==> src/rtl/fft_bsram_loader.sv <==
// Writer side of the fft0/fft1 BSRAM pair: streams one 2*N_HALF-sample complex frame
// into the two banks, then hands the RAMs to fft1024 and waits for its finish.
module fft_bsram_loader #(
    parameter int N_HALF      = 512,
    parameter int ADDR_W      = 11,
    parameter bit BIT_REVERSE = 1'b0
) (
    input  logic              clk,
    input  logic              rst_n,
    input  logic              load_start,
    input  logic              in_valid,
    output logic              in_ready,
    input  logic [15:0]       in_re,
    input  logic [15:0]       in_im,
    input  logic              in_last,
    output logic              ce0,
    output logic              oce0,
    output logic              wre0,
    output logic [ADDR_W-1:0] ad0,
    output logic [31:0]       din0,
    output logic              ce1,
    output logic              oce1,
    output logic              wre1,
    output logic [ADDR_W-1:0] ad1,
    output logic [31:0]       din1,
    output logic              sel,
    output logic              fft_start,
    input  logic              fft_finish,
    output logic              frame_done,
    output logic              busy,
    output logic              err_len
);

    localparam int CNT_W = $clog2(2 * N_HALF);
    localparam logic [CNT_W-1:0] CNT_MAX = CNT_W'(2 * N_HALF - 1);

    typedef enum logic [2:0] {
        S_IDLE = 3'd0,
        S_LOAD = 3'd1,
        S_KICK = 3'd2,
        S_RUN  = 3'd3,
        S_DONE = 3'd4
    } state_t;

    function automatic logic [CNT_W-1:0] bitrev(input logic [CNT_W-1:0] v);
        logic [CNT_W-1:0] r;
        r = {CNT_W{1'b0}};
        for (int i = 0; i < CNT_W; i++) begin
            r[i] = v[CNT_W-1-i];
        end
        return r;
    endfunction

    state_t           state_r, state_nxt_s;
    logic             last_r, last_nxt_s;
    logic [CNT_W-1:0] cnt_r;
    logic [CNT_W-1:0] idx_s;
    logic             xfer_s;
    logic             final_s;

    logic             in_ready_r, in_ready_nxt_s;
    logic             sel_r, sel_nxt_s;
    logic             fft_start_r, fft_start_nxt_s;
    logic             frame_done_r, frame_done_nxt_s;
    logic             busy_r, busy_nxt_s;
    logic             err_len_r;
    logic             ce0_r, wre0_r, ce1_r, wre1_r;
    logic [ADDR_W-1:0] ad0_r, ad1_r;
    logic [31:0]      din0_r, din1_r;

    // State register; last_r marks the cycle in which the final write is being issued
    always_ff @(posedge clk or negedge rst_n) begin
        if (!rst_n) begin
            state_r <= S_IDLE;
            last_r  <= 1'b0;
        end else begin
            state_r <= state_nxt_s;
            last_r  <= last_nxt_s;
        end
    end

    // Next-state logic and transfer decode
    always_comb begin
        state_nxt_s = state_r;
        last_nxt_s  = 1'b0;
        xfer_s      = (state_r == S_LOAD) && in_valid && in_ready_r;
        final_s     = xfer_s && (cnt_r == CNT_MAX);
        case (state_r)
            S_IDLE: begin
                if (load_start) begin
                    state_nxt_s = S_LOAD;
                end else begin
                    state_nxt_s = S_IDLE;
                end
            end
            S_LOAD: begin
                if (last_r) begin
                    state_nxt_s = S_KICK;
                end else begin
                    state_nxt_s = S_LOAD;
                    last_nxt_s  = final_s;
                end
            end
            S_KICK:  state_nxt_s = S_RUN;
            S_RUN: begin
                if (fft_finish) begin
                    state_nxt_s = S_DONE;
                end else begin
                    state_nxt_s = S_RUN;
                end
            end
            S_DONE:  state_nxt_s = S_IDLE;
            default: state_nxt_s = S_IDLE;
        endcase
    end

    // Control outputs decoded from the next state so the registered copies line up with it
    always_comb begin
        in_ready_nxt_s   = (state_nxt_s == S_LOAD) && !last_nxt_s;
        fft_start_nxt_s  = (state_nxt_s == S_KICK);
        sel_nxt_s        = (state_nxt_s == S_KICK) || (state_nxt_s == S_RUN);
        frame_done_nxt_s = (state_nxt_s == S_DONE);
        busy_nxt_s       = (state_nxt_s != S_IDLE);
        if (BIT_REVERSE) begin
            idx_s = bitrev(cnt_r);
        end else begin
            idx_s = cnt_r;
        end
    end

    // Registered control outputs
    always_ff @(posedge clk or negedge rst_n) begin
        if (!rst_n) begin
            in_ready_r   <= 1'b0;
            fft_start_r  <= 1'b0;
            sel_r        <= 1'b0;
            frame_done_r <= 1'b0;
            busy_r       <= 1'b0;
        end else begin
            in_ready_r   <= in_ready_nxt_s;
            fft_start_r  <= fft_start_nxt_s;
            sel_r        <= sel_nxt_s;
            frame_done_r <= frame_done_nxt_s;
            busy_r       <= busy_nxt_s;
        end
    end

    // Sample counter, length error flag and BSRAM write port; idle bank keeps ad/din
    always_ff @(posedge clk or negedge rst_n) begin
        if (!rst_n) begin
            cnt_r     <= {CNT_W{1'b0}};
            err_len_r <= 1'b0;
            ce0_r     <= 1'b0;
            wre0_r    <= 1'b0;
            ad0_r     <= {ADDR_W{1'b0}};
            din0_r    <= 32'd0;
            ce1_r     <= 1'b0;
            wre1_r    <= 1'b0;
            ad1_r     <= {ADDR_W{1'b0}};
            din1_r    <= 32'd0;
        end else begin
            ce0_r  <= 1'b0;
            wre0_r <= 1'b0;
            ce1_r  <= 1'b0;
            wre1_r <= 1'b0;
            if ((state_r == S_IDLE) && load_start) begin
                cnt_r     <= {CNT_W{1'b0}};
                err_len_r <= 1'b0;
            end else if (xfer_s) begin
                cnt_r <= cnt_r + CNT_W'(1);
                if (in_last != (cnt_r == CNT_MAX)) begin
                    err_len_r <= 1'b1;
                end else begin
                    err_len_r <= err_len_r;
                end
                if (!idx_s[CNT_W-1]) begin
                    ce0_r  <= 1'b1;
                    wre0_r <= 1'b1;
                    ad0_r  <= {{(ADDR_W-CNT_W+1){1'b0}}, idx_s[CNT_W-2:0]};
                    din0_r <= {in_re, in_im};
                end else begin
                    ce1_r  <= 1'b1;
                    wre1_r <= 1'b1;
                    ad1_r  <= {{(ADDR_W-CNT_W+1){1'b0}}, idx_s[CNT_W-2:0]};
                    din1_r <= {in_re, in_im};
                end
            end else begin
                cnt_r     <= cnt_r;
                err_len_r <= err_len_r;
            end
        end
    end

    assign in_ready   = in_ready_r;
    assign ce0        = ce0_r;
    assign oce0       = 1'b0;
    assign wre0       = wre0_r;
    assign ad0        = ad0_r;
    assign din0       = din0_r;
    assign ce1        = ce1_r;
    assign oce1       = 1'b0;
    assign wre1       = wre1_r;
    assign ad1        = ad1_r;
    assign din1       = din1_r;
    assign sel        = sel_r;
    assign fft_start  = fft_start_r;
    assign frame_done = frame_done_r;
    assign busy       = busy_r;
    assign err_len    = err_len_r;

endmodule

==> config.mk <==
export PLATFORM = sky130hd
export DESIGN_NAME = fft_bsram_loader
export DESIGN_NICKNAME = d
export VERILOG_FILES = /design/src/rtl/fft_bsram_loader.sv
export SDC_FILE = /design/constraint.sdc
export NUM_CORES = 1
export LEC_CHECK = 0
export CELL_PAD_IN_SITES_DETAIL_PLACEMENT = 2
export CELL_PAD_IN_SITES_GLOBAL_PLACEMENT = 2
export CORE_MARGIN = 8
export CORE_UTILIZATION = 33
export DETAILED_ROUTE_END_ITERATION = 12
export PLACE_DENSITY = 0.95
export RECOVER_POWER = 50
export SYNTH_ARGS = -nofsm -noshare
export SYNTH_HDL_FRONTEND = slang
export SYNTH_SLANG_ARGS = --single-unit
==> constraint.sdc <==
create_clock -name clk -period 3 [get_ports clk]
set_input_delay 0.9 -clock clk [delete_from_list [all_inputs] [get_ports clk]]
set_output_delay 0.9 -clock clk [all_outputs]
set_load 0.02 [all_outputs]
# --- Word level (Yosys, flattened, before mapping) ---
# Cells that the tools add are included.
word_totals:
  reg_bits: 104
  elab_cells: 58
  out_inout_bits: 98
  input_bits: 38
classes:
  add_sub_neg: 1
  n_eq_ne: 9
  bitwise_logic: 2
  n_reduce_logical: 14
  mux: 17
op_table:
  columns: ["operator", "count"]
  rows:
  - ["$mux 10", 2]
  - ["$eq 3x2->1 const B", 4]
  - ["$mux 1", 12]
  - ["$pmux 3 s4", 1]
  - ["$add 10x1->10 const B", 1]
  - ["$eq 10x10->1 const B", 1]
  - ["$eq 3x1->1 const B", 2]
  - ["$reduce_and 3->1", 2]
  - ["$logic_and 1x1->1", 5]
  - ["$reduce_bool 2->1", 2]
  - ["$eq 3x3->1 const B", 1]
  - ["$logic_not 3->1", 1]
  - ["$mux 3", 1]
  - ["$reduce_bool 3->1", 1]
  - ["$mux 2", 1]
  - ["$not 1->1", 2]
  - ["$reduce_and 2->1", 1]
  - ["$logic_not 1->1", 1]
  - ["$logic_or 1x1->1", 1]
  - ["$ne 1x1->1", 1]

# --- Depth between registers and ports, before layout ---
# Gate-level depths: netlist of the first run.
depth:
  ltp_word: 8
  mapped_depth: 7
  mapped_depth_nobuf: 5

# --- Worst setup path before layout of the first run ---
# Ideal clock, no wire load.
synth_timing:
  path_kind: "input to register"
  start: "input port in_valid"
  end: "register din0_r[22] (netlist: din0[22])"
  path_buffers: 2
  setup_slack_ps: 881
  stages: 6
  t_arrival_ps: 1994
  setup_ps: 125
  required_time_ps: 2875
  cell_sequence: "nand4b_4 or2_1 buf_6 nor2_8 buf_6 mux2_2"
synth_via:
  elab_chain_cells: 3
synth_rtl:
  columns: ["element", "line", "text"]
  rows:
  - ["start, declared", "11", "input logic in_valid,"]
  - ["$logic_and 1x1->1 (2 in series)", "86", "xfer_s = (state_r == S_LOAD) && in_valid && in_ready_r;"]
  - ["$reduce_and 3->1 (no line)", null, null]
  - ["end signal, assigned", "180", "din0_r <= {in_re, in_im};"]
  - ["end, declared", "69", "logic [31:0] din0_r, din1_r;"]
# Every way passes these cells.
# A chain may end at the register's enable or synchronous reset.

# --- Final worst setup path of the first run ---
layout_timing:
  start: "input port in_valid"
  end: "register din1_r[1] (netlist: din1[1])"
layout_via:
  elab_chain_cells: 3
layout_rtl:
  columns: ["element", "line", "text"]
  rows:
  - ["$logic_and 1x1->1 (2 in series)", "86", null]
  - ["$reduce_and 3->1 (no line)", null, null]
  - ["end signal, assigned", "185", "din1_r <= {in_re, in_im};"]
  - ["end, declared", "69", null]
# Every way passes these cells.

==> run metrics, run 1 <==
vias 2,742; hpwl dp 9.06 mm; Async S/R FF share, synth 100%; gr busiest metal met2; Pleak 2.51 nW; unrepaired setup endpoints after global routing false; Starting Density 33.5%; register area 2600 µm²; final hold vios 0; Placement Rows 41; Port Buf Inserts 129; Mean Syn Cell Area 15.1 µm²; Max Slew Vio Count 0; Final Setup Violations 0; setup_tns 0 ps; reg-to-reg critical path endpoint din1[1]$_DFFE_PN0P_; CTS tree done; Boundary Pins 136; Via density 4.69; CTS max path bufs 2; Slew HR 15.6%; synthesized area 4190 µm²; n_diodes 0; Die Wd 129 µm; Max VDD drop 390 µV; WL final 12.1 mm; Int Power 0.00364 W; DR DRC count 0; placed instance area 5650 µm²; CP arrival 2850 ps; P per Cell Area 914 nW/µm²; routed length per instance 20.7 µm; Max Clock Skew 10.9 ps; worst setup path startpoint in_valid; Most used DFF post-synth dfrtp_1; WP data required 3220 ps; Sw Ratio 33.1%; multi-input logic area 1400 µm²; RePlAce Congestion 0.729; fin area 5950 µm²; f_max 0.381 GHz; vias in the first global route 3,316; initial antenna violation count 0; CP endpoint kind flip-flop; total track usage 15.2%; H-tree depth 3; Setup CP Type input pin to flip-flop; Clk pwr share 23.2%; CTS Buf Count 9; post-CTS resize count 0; clock sink count 104; drt pass-1 iters 3; Reg power frac 39.1%; r2r startpoint state_r[1]$_DFF_PN0_; CP Launch Type input pin; Routed Antenna Nets 0; fillcell total 1,228; Logic pwr share 37.6%; R2R Setup Slk 840 ps; Psw 0.00180 W; status completed; hold path cells 1; synth warn 0; largest net degree at the start of global routing 49; Post-Synthesis Cells 278; Critical Path Fanout Max 21; Max-Cap Viols 0; core area 12,500 µm²; global route total overflow 0; Hold Path End ad0[8]$_DFFE_PN0P_; CTS Hold Bufs 0; Layout Nets 448; Yosys cell types 32; postcts setup bufs 0; GR met2 Demand/Resource 26.1%; worst slew pin tran 1270 ps; hold path start ad0[8]$_DFFE_PN0P_; die extent in y 129 µm; post-place setup slack 147 ps; DRT iter0 DRCs 114; Worst-Skew Late Latency 340 ps; fraction of layout cells with a size suffix above 1 27.4%; worst hold slack 505 ps; first-pass GRT wire length 19.2 mm; Final WS setup 373 ps; total die area 16,600 µm²; Synth-to-Final Area Change 42.0%; r2r worst-path depth 5; clk root buf clkbuf_16; met3 usage 5.01%; final worst path period share 87.6%; Hold WC Path Type flip-flop to flip-flop; Tmin final 2630 ps; Clock transition at path regs 70 ps; synthesized flop and latch total 104; met1 Resource Use GR 17.2%; Post-synth EDFFs 0; register area share after synthesis 62.1%
## metrics by stage
stage | utilization, % | total power (W) | instances
6_report | 47.5 | 0.00544 | 585
5_1_grt | 47.5 | 0.00573 | 585
4_1_cts | 47.6 | 0.00560 | 585
3_5_place_dp | 45.1 | 0.00430 | 570
3_3_place_gp | 45.1 | 0.00416 | 570
2_1_floorplan | - | 0.00314 | 283
## worst max-delay path, cell delays in order
cell and delay, ps:
dlygate4sd3_1 560, nand4b_2 120, or2_0 480, nor2_8 230, buf_12 190, mux2_2 360
## cell usage in the layout (no fill, tap or decap), types with 2 or more instances in the layout
cell | Yosys | final
buf_4 | 8 | 2
xnor2_1 | 6 | 6
nand4_1 | 2 | 2
nor4_1 | 3 | 3
dlygate4sd3_1 | 0 | 30
clkbuf_16 | 0 | 9
a21oi_1 | 4 | 4
clkinv_2 | 0 | 2
nand3_1 | 5 | 5
clkdlybuf4s50_1 | 0 | 98
nor3_1 | 3 | 3
bufinv_16 | 0 | 2
or4b_2 | 2 | 2
o21ai_0 | 3 | 3
buf_12 | 0 | 5
mux2_2 | 80 | 80
nor3b_1 | 3 | 3
nor2_1 | 10 | 10
dfrtp_1 | 104 | 104
mux2_1 | 3 | 3
conb_1 | 1 | 6
inv_1 | 3 | 3
nor2_8 | 2 | 2
a211oi_1 | 2 | 2
a31o_2 | 3 | 3
nand2_1 | 8 | 8
## power groups by stage
stage	registers, W	clock network (W)	logic (W)
floorplan	0.00258	0	0.000563
global placement	0.00212	0	0.00204
detailed placement	0.00217	0	0.00213
CTS	0.00215	0.00131	0.00214
global route	0.00219	0.00135	0.00218
finish	0.00213	0.00126	0.00205
## cell usage after synthesis, types with 2 or more instances
cell	n	area, µm²
nand3_1	5	25.0
mux2_1	3	33.8
a21oi_1	4	20.0
or4b_2	2	20.0
nor3_1	3	15.0
dfrtp_1	104	2600
a211oi_1	2	15.0
o21ai_0	3	15.0
mux2_2	80	901
inv_1	3	11.3
nor2_8	2	40.0
buf_4	8	60.1
clkbuf_1	3	11.3
nor2_1	10	37.5
nor4_1	3	18.8
nor3b_1	3	22.5
a31o_2	3	26.3
nand4_1	2	12.5
nand2_1	8	30.0
buf_6	10	113
xnor2_1	6	52.6
## metal layers
layer | up-vias | wire [µm]
li1 | 1226 | -
met1 | 1406 | 4830
met2 | 96 | 6100
met3 | 14 | 941
met4 | 0 | 214
met5 | - | 0
## how the worst max path moves through the flow
stage / end / slack [ps] / cells past startpoint
after floorplan: din0[22]$_DFFE_PN0P_ / 880 / 6
after global placement: din1[25]$_DFFE_PN0P_ / 220 / 6
after detailed placement: din1[22]$_DFFE_PN0P_ / 150 / 6
after CTS: din1[22]$_DFFE_PN0P_ / 540 / 6
after global routing: din0[17]$_DFFE_PN0P_ / 320 / 6
final: din1[1]$_DFFE_PN0P_ / 370 / 6
## area by class of cell
type | count | area share, %
sequential | 104 | 43.8
timing repair buffer | 137 | 23.6
multi-input combinational | 154 | 23.5
clock buffer | 10 | 4.02
tap | 172 | 3.62
clock inverter | 5 | 1.33
inverter | 3 | 0.189
## state kept, by name, indices dropped and copies added, names as in the netlist
| register | count |
|---|---|
| wre0 | 1 |
| last_r | 1 |
| din0 | 32 |
| frame_done | 1 |
| err_len | 1 |
| sel | 1 |
| cnt_r | 10 |
| busy | 1 |
| din1 | 32 |
| in_ready | 1 |
| fft_start | 1 |
| state_r | 3 |
| ad0 | 9 |
| ad1 | 9 |
| wre1 | 1 |
## cell families (layout without fill, tap and decap cells)
logic type,count (synthesis),count (layout),share of synthesized area [%]
buffers and inverters,25,155,4.78
multiplexers,83,83,22.3
adder cells (fa/ha/maj),1,1,0.299
XOR/XNOR,6,6,1.25
AND/OR/NAND/NOR,46,46,7.32
flip-flops,104,104,62.1
AO/OA/AOI/OAI,12,12,1.82
other,1,6,0.0895
Note: power is estimated with default switching activity, not from simulation.
==> run 2, diff against run 1 <==
--- a/config.mk
+++ b/config.mk
@@ -5,6 +5,7 @@
 export SDC_FILE = /design/constraint.sdc
 export NUM_CORES = 1
 export LEC_CHECK = 0
+export CAP_MARGIN = 5
 export CELL_PAD_IN_SITES_DETAIL_PLACEMENT = 2
 export CELL_PAD_IN_SITES_GLOBAL_PLACEMENT = 2
 export CORE_MARGIN = 8
==> results of run 2 <==
The final DEF is identical to that of run 1; final timing and power are the same.
==> run 3, diff against run 2 <==
--- a/config.mk
+++ b/config.mk
@@ -10,6 +10,7 @@
 export CELL_PAD_IN_SITES_GLOBAL_PLACEMENT = 2
 export CORE_MARGIN = 8
 export CORE_UTILIZATION = 33
+export CTS_CLUSTER_DIAMETER = 50
 export DETAILED_ROUTE_END_ITERATION = 12
 export PLACE_DENSITY = 0.95
 export RECOVER_POWER = 50
==> results of run 3 <==
The final DEF is identical to that of run 1; final timing and power are the same.
